===== config.mk =====
export PLATFORM = sky130hd
export DESIGN_NAME = pipe_stage_skid
export DESIGN_NICKNAME = d
export VERILOG_FILES = /design/src/rtl/pipe_stage_skid.sv
export SDC_FILE = /design/constraint.sdc
export NUM_CORES = 1
export LEC_CHECK = 0
export BUFFER_PORTS_ARGS = -buffer_cell sky130_fd_sc_hd__buf_2
export CORE_MARGIN = 3
export CORE_UTILIZATION = 56
export DETAILED_ROUTE_END_ITERATION = 7
export PLACE_DENSITY = 0.89
export SLEW_MARGIN = 20
export SYNTH_ARGS = -nofsm -noshare
export SYNTH_HDL_FRONTEND = slang
export SYNTH_SLANG_ARGS = --single-unit

===== constraint.sdc =====
create_clock -name clock -period 5.17 [get_ports clock]
set_input_delay 0.2585 -clock clock [delete_from_list [all_inputs] [get_ports clock]]
set_output_delay 0.2585 -clock clock [all_outputs]
set_load 0.005 [all_outputs]

===== src/rtl/pipe_stage_skid.sv =====
// Pipeline-stage register with a 2-entry skid buffer, flush-to-bubble and a
// saturating bubble counter.
//
// Ports:
//   clock, reset          rising-edge clock, synchronous active-low reset
//   flush                 discard held entries; output is a bubble next cycle
//   in_valid / in_ready   upstream handshake; in_ready is registered
//   in_ctrl/data/regs     incoming control bundle, data words, reg specifiers
//   out_valid / out_ready downstream handshake
//   out_ctrl/data/regs    registered outputs, driven straight from the main register
//   cnt_clear             synchronous clear of bubble_cnt
//   bubble_cnt            saturating count of edges with out_valid=0
module pipe_stage_skid #(
  parameter int unsigned CTRL_W     = 8,
  parameter int unsigned DATA_W     = 32,
  parameter int unsigned NUM_DATA   = 3,
  parameter int unsigned REG_W      = 5,
  parameter int unsigned NUM_REG    = 3,
  parameter bit          CLEAR_DATA = 1'b1,
  parameter int unsigned CNT_W      = 16
) (
  input  logic                        clock,
  input  logic                        reset,
  input  logic                        flush,
  input  logic                        in_valid,
  output logic                        in_ready,
  input  logic [CTRL_W-1:0]           in_ctrl,
  input  logic [NUM_DATA*DATA_W-1:0]  in_data,
  input  logic [NUM_REG*REG_W-1:0]    in_regs,
  output logic                        out_valid,
  input  logic                        out_ready,
  output logic [CTRL_W-1:0]           out_ctrl,
  output logic [NUM_DATA*DATA_W-1:0]  out_data,
  output logic [NUM_REG*REG_W-1:0]    out_regs,
  input  logic                        cnt_clear,
  output logic [CNT_W-1:0]            bubble_cnt
);

  localparam int unsigned DW = NUM_DATA * DATA_W;
  localparam int unsigned RW = NUM_REG * REG_W;

  logic              main_valid_q, main_valid_d;
  logic [CTRL_W-1:0] main_ctrl_q, main_ctrl_d;
  logic [DW-1:0]     main_data_q, main_data_d;
  logic [RW-1:0]     main_regs_q, main_regs_d;
  logic              skid_valid_q, skid_valid_d;
  logic [CTRL_W-1:0] skid_ctrl_q, skid_ctrl_d;
  logic [DW-1:0]     skid_data_q, skid_data_d;
  logic [RW-1:0]     skid_regs_q, skid_regs_d;
  logic [CNT_W-1:0]  cnt_q, cnt_d;

  logic in_hs;
  logic out_hs;

  // Input acceptance depends only on registered skid state, so out_ready has
  // no combinational path to in_ready. A flush drops the incoming entry.
  assign in_hs  = in_valid & ~skid_valid_q & ~flush;
  assign out_hs = main_valid_q & out_ready;

  always_comb begin
    main_valid_d = main_valid_q;
    main_ctrl_d  = main_ctrl_q;
    main_data_d  = main_data_q;
    main_regs_d  = main_regs_q;
    skid_valid_d = skid_valid_q;
    skid_ctrl_d  = skid_ctrl_q;
    skid_data_d  = skid_data_q;
    skid_regs_d  = skid_regs_q;

    if (flush) begin
      // Any output handshake this cycle still consumes main; the stage ends empty.
      main_valid_d = 1'b0;
      skid_valid_d = 1'b0;
      main_ctrl_d  = '0;
      skid_ctrl_d  = '0;
      if (CLEAR_DATA) begin
        main_data_d = '0;
        main_regs_d = '0;
        skid_data_d = '0;
        skid_regs_d = '0;
      end
    end else if (!main_valid_q) begin
      // Skid is never occupied while main is empty.
      if (in_hs) begin
        main_valid_d = 1'b1;
        main_ctrl_d  = in_ctrl;
        main_data_d  = in_data;
        main_regs_d  = in_regs;
      end
    end else if (out_hs) begin
      if (skid_valid_q) begin
        main_ctrl_d  = skid_ctrl_q;
        main_data_d  = skid_data_q;
        main_regs_d  = skid_regs_q;
        skid_valid_d = 1'b0;
      end else if (in_hs) begin
        main_ctrl_d = in_ctrl;
        main_data_d = in_data;
        main_regs_d = in_regs;
      end else begin
        main_valid_d = 1'b0;
        main_ctrl_d  = '0;
        if (CLEAR_DATA) begin
          main_data_d = '0;
          main_regs_d = '0;
        end
      end
    end else if (in_hs) begin
      // Main is stalled: park the new entry in skid.
      skid_valid_d = 1'b1;
      skid_ctrl_d  = in_ctrl;
      skid_data_d  = in_data;
      skid_regs_d  = in_regs;
    end
  end

  always_comb begin
    cnt_d = cnt_q;
    if (cnt_clear) begin
      cnt_d = '0;
    end else if (!main_valid_q && (cnt_q != {CNT_W{1'b1}})) begin
      cnt_d = cnt_q + CNT_W'(1);
    end
  end

  always_ff @(posedge clock) begin
    if (!reset) begin
      main_valid_q <= 1'b0;
      main_ctrl_q  <= '0;
      main_data_q  <= '0;
      main_regs_q  <= '0;
      skid_valid_q <= 1'b0;
      skid_ctrl_q  <= '0;
      skid_data_q  <= '0;
      skid_regs_q  <= '0;
      cnt_q        <= '0;
    end else begin
      main_valid_q <= main_valid_d;
      main_ctrl_q  <= main_ctrl_d;
      main_data_q  <= main_data_d;
      main_regs_q  <= main_regs_d;
      skid_valid_q <= skid_valid_d;
      skid_ctrl_q  <= skid_ctrl_d;
      skid_data_q  <= skid_data_d;
      skid_regs_q  <= skid_regs_d;
      cnt_q        <= cnt_d;
    end
  end

  assign in_ready   = ~skid_valid_q;
  assign out_valid  = main_valid_q;
  assign out_ctrl   = main_ctrl_q;
  assign out_data   = main_data_q;
  assign out_regs   = main_regs_q;
  assign bubble_cnt = cnt_q;

endmodule


==> summary.md, run 1 <==
| Metric | Value |
|---|---|
| Largest net degree at the start of global routing | `148` |
| Net Sw Power | `1.021 mW` |
| Max FO, Critical Path | `84` |
| Worst reg2reg setup slack | `2110 ps` |
| GRT Total Usage | `30.41%` |
| IO Pins | `262` |
| Share of layout cells above drive strength 1 | `22.15%` |
| Post-synth ARST share | `0%` |
| Post-synth top area cell | `dfxtp_1` |
| Synth top area share | `52.91%` |
| Top Metal Used | `met4` |
| Slew Limit Fails | `0` |
| # resized after CTS | `0` |
| Final wirelength | `30.83 mm` |
| Setup TNS | `0 ps` |
| Int Pwr | `3.384 mW` |
| Net Sw Frac | `23.17%` |
| Drt pass-1 iters | `6` |
| Most common cell in the netlist | `dfxtp_1` |
| CTS Sinks | `256` |
| Die ar. | `18910 sq um` |
| CP required | `5590 ps` |
| Achievable frequency | `326.3 MHz` |
| Met3 wire len | `2.679 mm` |
| Fillers | `1093` |
| Synthesized instance count | `1171` |
| Syn Nets | `1297` |
| Seq pwr share | `46.4%` |
| Clock Path Buffers | `3` |
| Multi-input logic area | `4179 sq um` |
| Vias | `10280` |
| TritonCTS buffer count | `26` |
| Routed wl met2 | `14.90 mm` |
| Min-Delay Path Class | `in2reg` |
| IO Port Bufs | `261` |
| Post-synth top cells | `dfxtp_1 (256), nand2_1 (244), a21oi_1 (130)` |
| Crit path time final | `3064 ps` |
| Drt drc | `0` |
| Wire per inst | `18.16 microns` |
| Worst VDD drop | `0.2822 mV` |
| Final hold viol count | `0` |
| Top post-synthesis cells by area | `dfxtp_1 (53%), a221oi_1 (11%), nand2_1 (9.5%), a21oi_1 (6.7%), nor3_1 (6.1%)` |
| Htree depth | `1` |
| Clock slew at reported path FFs | `70 ps` |
| Antenna-violating nets left | `0` |
| First-pass GRT wire length | `47.23 mm` |
| RSZ-0062 raised after global routing | `no` |
| Number of synthesized register bits | `256` |
| Max-Cap Viols | `0` |
| Sequential-to-total area share from yosys stat | `52.91%` |
| Period utilisation layout | `59.27%` |
| Final Core Density | `77.01%` |
| Nets | `1584` |
| Status | `completed` |
| Slew @ Worst Pin | `1055 ps` |
| Crit start category | `flop` |
| Starting Density | `57.80%` |
| Post-synth EDFFs | `0` |
| Clk Latency, worst-skew pair | `520 ps` |
| Iteration-0 DRC Markers | `1047` |
| Cell area after layout | `12910 sq um` |
| Die Wd | `137.5 microns` |
| Power share of the combinational group | `9.2%` |
| Final setup viols | `0` |
| YS warnings | `0` |
| Power share of the clock group | `44.3%` |
| Worst Slack Setup Final | `2106 ps` |
| Placeable Area | `16760 sq um` |
| CP Capture Type | `flop` |
| Critical path class | `reg2reg` |
| Worst Skew | `12.53 ps` |
| DP HPWL | `16.35 mm` |
| Top FF cell, synth | `dfxtp_1` |
| Synth cell types | `39` |
| Die Y | `137.5 microns` |
| Reg area | `5125 sq um` |
| Root Driver | `clkbuf_16` |
| Post-place setup slack | `2276 ps` |
| Area growth, synth to finish | `33.23%` |
| Post-DR vias/cell | `6.055` |
| Metal-1 WL | `11.69 mm` |
| Vias in the first global route | `9630` |
| CTS tree | `yes` |
| Gpl congestion | `0.7974` |
| Lkg Pwr | `5.057 nW` |
| Mapped Area | `9687 sq um` |
| Num rows | `47` |
| Crit path arrival time | `3480 ps` |
| Placed Area | `11000 sq um` |
| Pwr per Cell Area | `341.3 nW/um^2` |
| Syn_area_per_cell | `8.272 sq um` |
| Slew HR | `29.70%` |
| Congestion Overflow GR | `0` |
| Initial antenna violation count | `1` |
## placed cells by master (no fill, tap or decap), drive strengths merged, types with 2 or more instances in the layout
cell and instances:
nor4 2, mux2i 2, o41ai 2, dlygate4sd3 97, o311ai 3, a221oi 119
nor2b 2, inv 6, nand3 5, or4 5, bufinv 2, or3 6
a21oi 130, nor3 119, o31ai 2, clkbuf 40, dfxtp 256, nand4 5
o21ai 13, nand2b 3, buf 271, nand2 244, and3 2, clkinv 4
nor2 123
## worst max-delay path, cell delays in order (launching register included)
cell     delay [ps]
dfxtp_1         350
nor3b_1         720
mux2_4          960
buf_4           520
nor2_1           80
nor3_1          240
## worst paths after layout
check	startpoint	endpoint	cells after the start
max	skid_valid_q	out_data[14]	5
min	in_regs[12]	skid_regs_q[12]	3
max reg2reg	skid_valid_q	out_data[14]	5
min reg2reg	skid_data_q[92]	skid_data_q[92]	2
## power by group through the flow
stage | combinational (mW) | sequential [mW] | clock [mW]
floorplan | 0.178 | 2.08 | 0
global placement | 0.326 | 2.08 | 0
detailed placement | 0.333 | 2.08 | 0
CTS | 0.392 | 2.04 | 1.97
global route | 0.441 | 2.05 | 2.06
finish | 0.407 | 2.04 | 1.95
## registers in the layout, indices dropped and copies added (netlist names)
signal        flops
skid_regs_q      15
out_valid         1
bubble_cnt       16
out_data         96
skid_data_q      96
skid_valid_q      1
out_ctrl          8
out_regs         15
skid_ctrl_q       8
## timing repair
action | in CTS | in global routing
hold buffers | 97 | 0
setup buffers | 0 | 0
hold endpoints to repair | 97 | 0
## metrics by stage
stage	total power, mW	instances	hold slack [ps]
global route	4.546	1697	2.236
floorplan	2.262	1171	358.6
detailed placement	2.417	1552	446.4
global placement	2.410	1552	441.4
finish	4.405	1697	6.065
CTS	4.403	1695	0.8769
## final cells by class
cell class | instances | share of cell area, %
clock inverters | 6 | 0.6205
clock buffers | 40 | 6.389
well taps | 220 | 2.133
flip-flops and latches | 256 | 39.71
inverters | 6 | 0.1745
repair buffers | 368 | 18.57
diodes | 1 | 0.01939
multi-input cells | 800 | 32.38
## per-layer routing
layer / vias up / GRT usage [%]
met1: 4795 / 38.31
met4: 0 / 16.08
met5: - / 0
li1: 4727 / -
met3: 127 / 5.844
met2: 627 / 49.43
## cells by family after synthesis
group / after synthesis / synth area share (%)
fa+ha+maj: 1 / 0.1291
simple gates: 523 / 23.03
compound gates: 272 / 19.00
buf+inv: 115 / 4.521
mux: 3 / 0.3229
xor+xnor: 1 / 0.09043
flops: 256 / 52.91
Note: power is estimated with default switching activity, not from simulation.
==> inputs of run 2 (changes only) <==
--- a/config.mk
+++ b/config.mk
@@ -5,11 +5,12 @@
 export SDC_FILE = /design/constraint.sdc
 export NUM_CORES = 1
 export LEC_CHECK = 0
+export ABC_AREA = 1
 export BUFFER_PORTS_ARGS = -buffer_cell sky130_fd_sc_hd__buf_2
 export CORE_MARGIN = 3
-export CORE_UTILIZATION = 56
+export CORE_UTILIZATION = 48
 export DETAILED_ROUTE_END_ITERATION = 7
-export PLACE_DENSITY = 0.89
+export PLACE_DENSITY = 0.82
 export SLEW_MARGIN = 20
 export SYNTH_ARGS = -nofsm -noshare
 export SYNTH_HDL_FRONTEND = slang
==> constraint.sdc (replaced) <==
create_clock -name clock -period 2.6 [get_ports clock]
set_input_delay 0.13 -clock clock [delete_from_list [all_inputs] [get_ports clock]]
set_output_delay 0.13 -clock clock [all_outputs]
set_load 0.005 [all_outputs]
==> run 2 against run 1 <==
Total power rose by 90%. Die area increased by 20%. First-iteration DRC count fell by 15%. Largest power group unchanged. Sequential share of layout area fell by 1.2 points. Clock skew is 0.68 ps lower. Global-route usage down 6.0 points.
==> summary.md, run 2 <==
| Metric | Value |
|---|---|
| Reg2Reg Launch Point | `out_valid` |
| Post-synth top area cell | `dfxtp_1` |
| Metal-1 WL | `11.95 mm` |
| Drt pass-1 iters | `6` |
| Net Sw Power | `1.920 mW` |
| Top FF cell, synth | `dfxtp_1` |
| Post-synth top cells | `nor2_1 (261), dfxtp_1 (256), o21ai_0 (213)` |
| Final wirelength | `29.48 mm` |
| Die ar. | `22640 sq um` |
| Slew Limit Fails | `0` |
| Syn_area_per_cell | `8.191 sq um` |
| Final setup viols | `0` |
| Routed wl met2 | `14.35 mm` |
| DP HPWL | `16.02 mm` |
| Congestion Overflow GR | `0` |
| Post-CTS Hold Buffers | `122` |
| Post-synth EDFFs | `0` |
| Hold path startpoint | `flush` |
| Slowest CP cell | `dfxtp_1` |
| Hold depth | `3` |
| Top post-synthesis cells by area | `dfxtp_1 (51%), o21ai_0 (11%), nor2_1 (9.8%), a22oi_1 (8.9%), a21oi_1 (6.1%)` |
| Crit-path cells | `inv_2 > nor2_2 > nand2_4 > buf_6 > o21ai_0 > nor2_1` |
| Met3 wire len | `1.938 mm` |
| Crit start category | `flop` |
| Achievable frequency | `510.8 MHz` |
| Seq pwr share | `48.5%` |
| Worst R2R End | `skid_data_q[46]` |
| YS warnings | `0` |
| CP required | `3000 ps` |
| CP max stage delay | `580 ps` |
| Lkg Pwr | `5.615 nW` |
| Nets | `1664` |
| Slew @ Worst Pin | `860.3 ps` |
| Share of layout cells above drive strength 1 | `21.34%` |
| Pwr per Cell Area | `627.4 nW/um^2` |
| Area growth, synth to finish | `32.95%` |
| IO Pins | `262` |
| Gpl congestion | `0.8039` |
| Max FO, Critical Path | `119` |
| IO Port Bufs | `261` |
| Die Wd | `150.5 microns` |
| Most frequent cells in the layout | `nor2_1 (261), buf_2 (261), dfxtp_1 (256), o21ai_0 (213), a21oi_1 (123)` |
| N_diodes | `0` |
| Wire per inst | `16.14 microns` |
| Slew HR | `42.64%` |
| Period utilisation layout | `75.29%` |
| Final hold viol count | `0` |
| Most common cell in the netlist | `nor2_1` |
| Root Driver | `clkbuf_16` |
| Clock Path Buffers | `3` |
| Net Sw Frac | `22.98%` |
| Starting Density | `49.19%` |
| Postcts setup bufs | `0` |
| Power share of the combinational group | `9.0%` |
| Min-Delay Path Class | `in2reg` |
| Clock slew at reported path FFs | `60 ps` |
| First-pass GRT wire length | `46.30 mm` |
| Clk Latency, worst-skew pair | `530 ps` |
| Setup TNS | `0 ps` |
| Placeable Area | `20360 sq um` |
| Die Y | `150.5 microns` |
| Crit path time final | `1958 ps` |
| Hold path endpoint | `out_valid` |
| Vias in the first global route | `9275` |
| Int Pwr | `6.436 mW` |
| Final Core Density | `65.40%` |
| Worst reg2reg setup slack | `640 ps` |
| Crit path arrival time | `2350 ps` |
| Drt drc | `0` |
| Num rows | `52` |
| Iteration-0 DRC Markers | `892` |
| Synth cell types | `29` |
| Htree depth | `1` |
| Post-synth ARST share | `0%` |
| Power share of the clock group | `42.6%` |
| Number of synthesized register bits | `256` |
| Worst Skew | `11.85 ps` |
| Largest net degree at the start of global routing | `129` |
| TritonCTS buffer count | `26` |
| Critical path class | `reg2reg` |
| Fillers | `1564` |
| Syn Nets | `1349` |
| GRT Total Usage | `24.42%` |
| Worst R2R Path Depth | `6` |
| Synth top area share | `51.16%` |
| Worst VDD drop | `0.5091 mV` |
| CTS tree | `yes` |
| Sequential-to-total area share from yosys stat | `51.16%` |
| Mapped Area | `10020 sq um` |
| Synthesized instance count | `1223` |
| Top Metal Used | `met4` |
| Post-DR vias/cell | `5.546` |
| Vias | `10130` |
| Status | `completed` |
| CP Capture Type | `flop` |
| Antenna-violating nets left | `0` |
| CTS Sinks | `256` |
| # resized after CTS | `0` |
| Initial antenna violation count | `0` |
| RSZ-0062 raised after global routing | `no` |
| Max-Cap Viols | `0` |
==> run 2: cell count changes after synthesis, sizes merged, moves of 61 or more <==
cell | previous run | this run
a221oi | 119 | 0
a22oi | 0 | 119
clkbuf | 99 | 38
nand2 | 244 | 55
nor2 | 123 | 266
nor3 | 119 | 1
o21ai | 13 | 242
==> run 2: how the worst max path moves through the flow <==
stage	start	end
3_5_place_dp	out_valid	skid_data_q[4]
4_1_cts	out_valid	skid_data_q[51]
3_3_place_gp	out_valid	skid_regs_q[8]
6_report	out_valid	skid_data_q[46]
2_1_floorplan	bubble_cnt[0]	bubble_cnt[10]
5_1_grt	bubble_cnt[0]	bubble_cnt[3]
==> run 2: kinds of logic (layout without fill, tap and decap cells) <==
family          count (synthesis)  count (layout)  synth area share, %
flops                         256             256                51.16
compound gates                494             494                28.08
simple gates                  341             341                13.50
xor+xnor                        6               6               0.5247
buf+inv                       125             458                6.607
fa+ha+maj                       1               1               0.1249
==> run 2: per-stage QoR <==
stage | setup slack (ps) | hold slack [ps] | instance area (sq um) | power (mW) | cells
2_1_floorplan | 1081 | 277.8 | 10020 | 4.468 | 1223
3_3_place_gp | 682.3 | 392.2 | 11280 | 4.706 | 1658
3_5_place_dp | 632.4 | 394.9 | 11280 | 4.715 | 1658
4_1_cts | 568.1 | 36.29 | 13310 | 8.391 | 1826
5_1_grt | 503.0 | 87.78 | 13320 | 8.657 | 1826
6_report | 642.3 | 53.52 | 13320 | 8.355 | 1826
==> run 2: metal layers <==
| metal | GRT usage [%] | vias up |
|---|---|---|
| met5 | 0 | - |
| met4 | 10.93 | 0 |
| li1 | - | 4857 |
| met1 | 31.80 | 4685 |
| met2 | 40.21 | 492 |
| met3 | 3.703 | 93 |
==> run 2: critical path: cells and delay by family, from the launching register on <==
family | cells | cell delay (ps)
buffers and inverters | 2 | 370
AO/OA/AOI/OAI | 1 | 410
AND/OR/NAND/NOR | 3 | 340
flip-flops | 1 | 580
==> run 2: final cells by class <==
class                      instances  area [sq um]  area share (%)
clock inverter                     3         15.01          0.1127
multi-input combinational        842          4255           31.95
sequential                       256          5125           38.48
timing repair buffer             395          2721           20.43
inverter                          17         67.56          0.5073
clock buffer                      43         795.8           5.975
tap                              270         337.8           2.537
==> run 2: power groups by stage <==
stage	clock network [mW]	registers, mW	logic (mW)
after global placement	0	4.13	0.573
after detailed placement	0	4.13	0.583
final	3.56	4.05	0.750
after floorplan	0	4.13	0.336
after global routing	3.78	4.06	0.825
after CTS	3.62	4.05	0.729
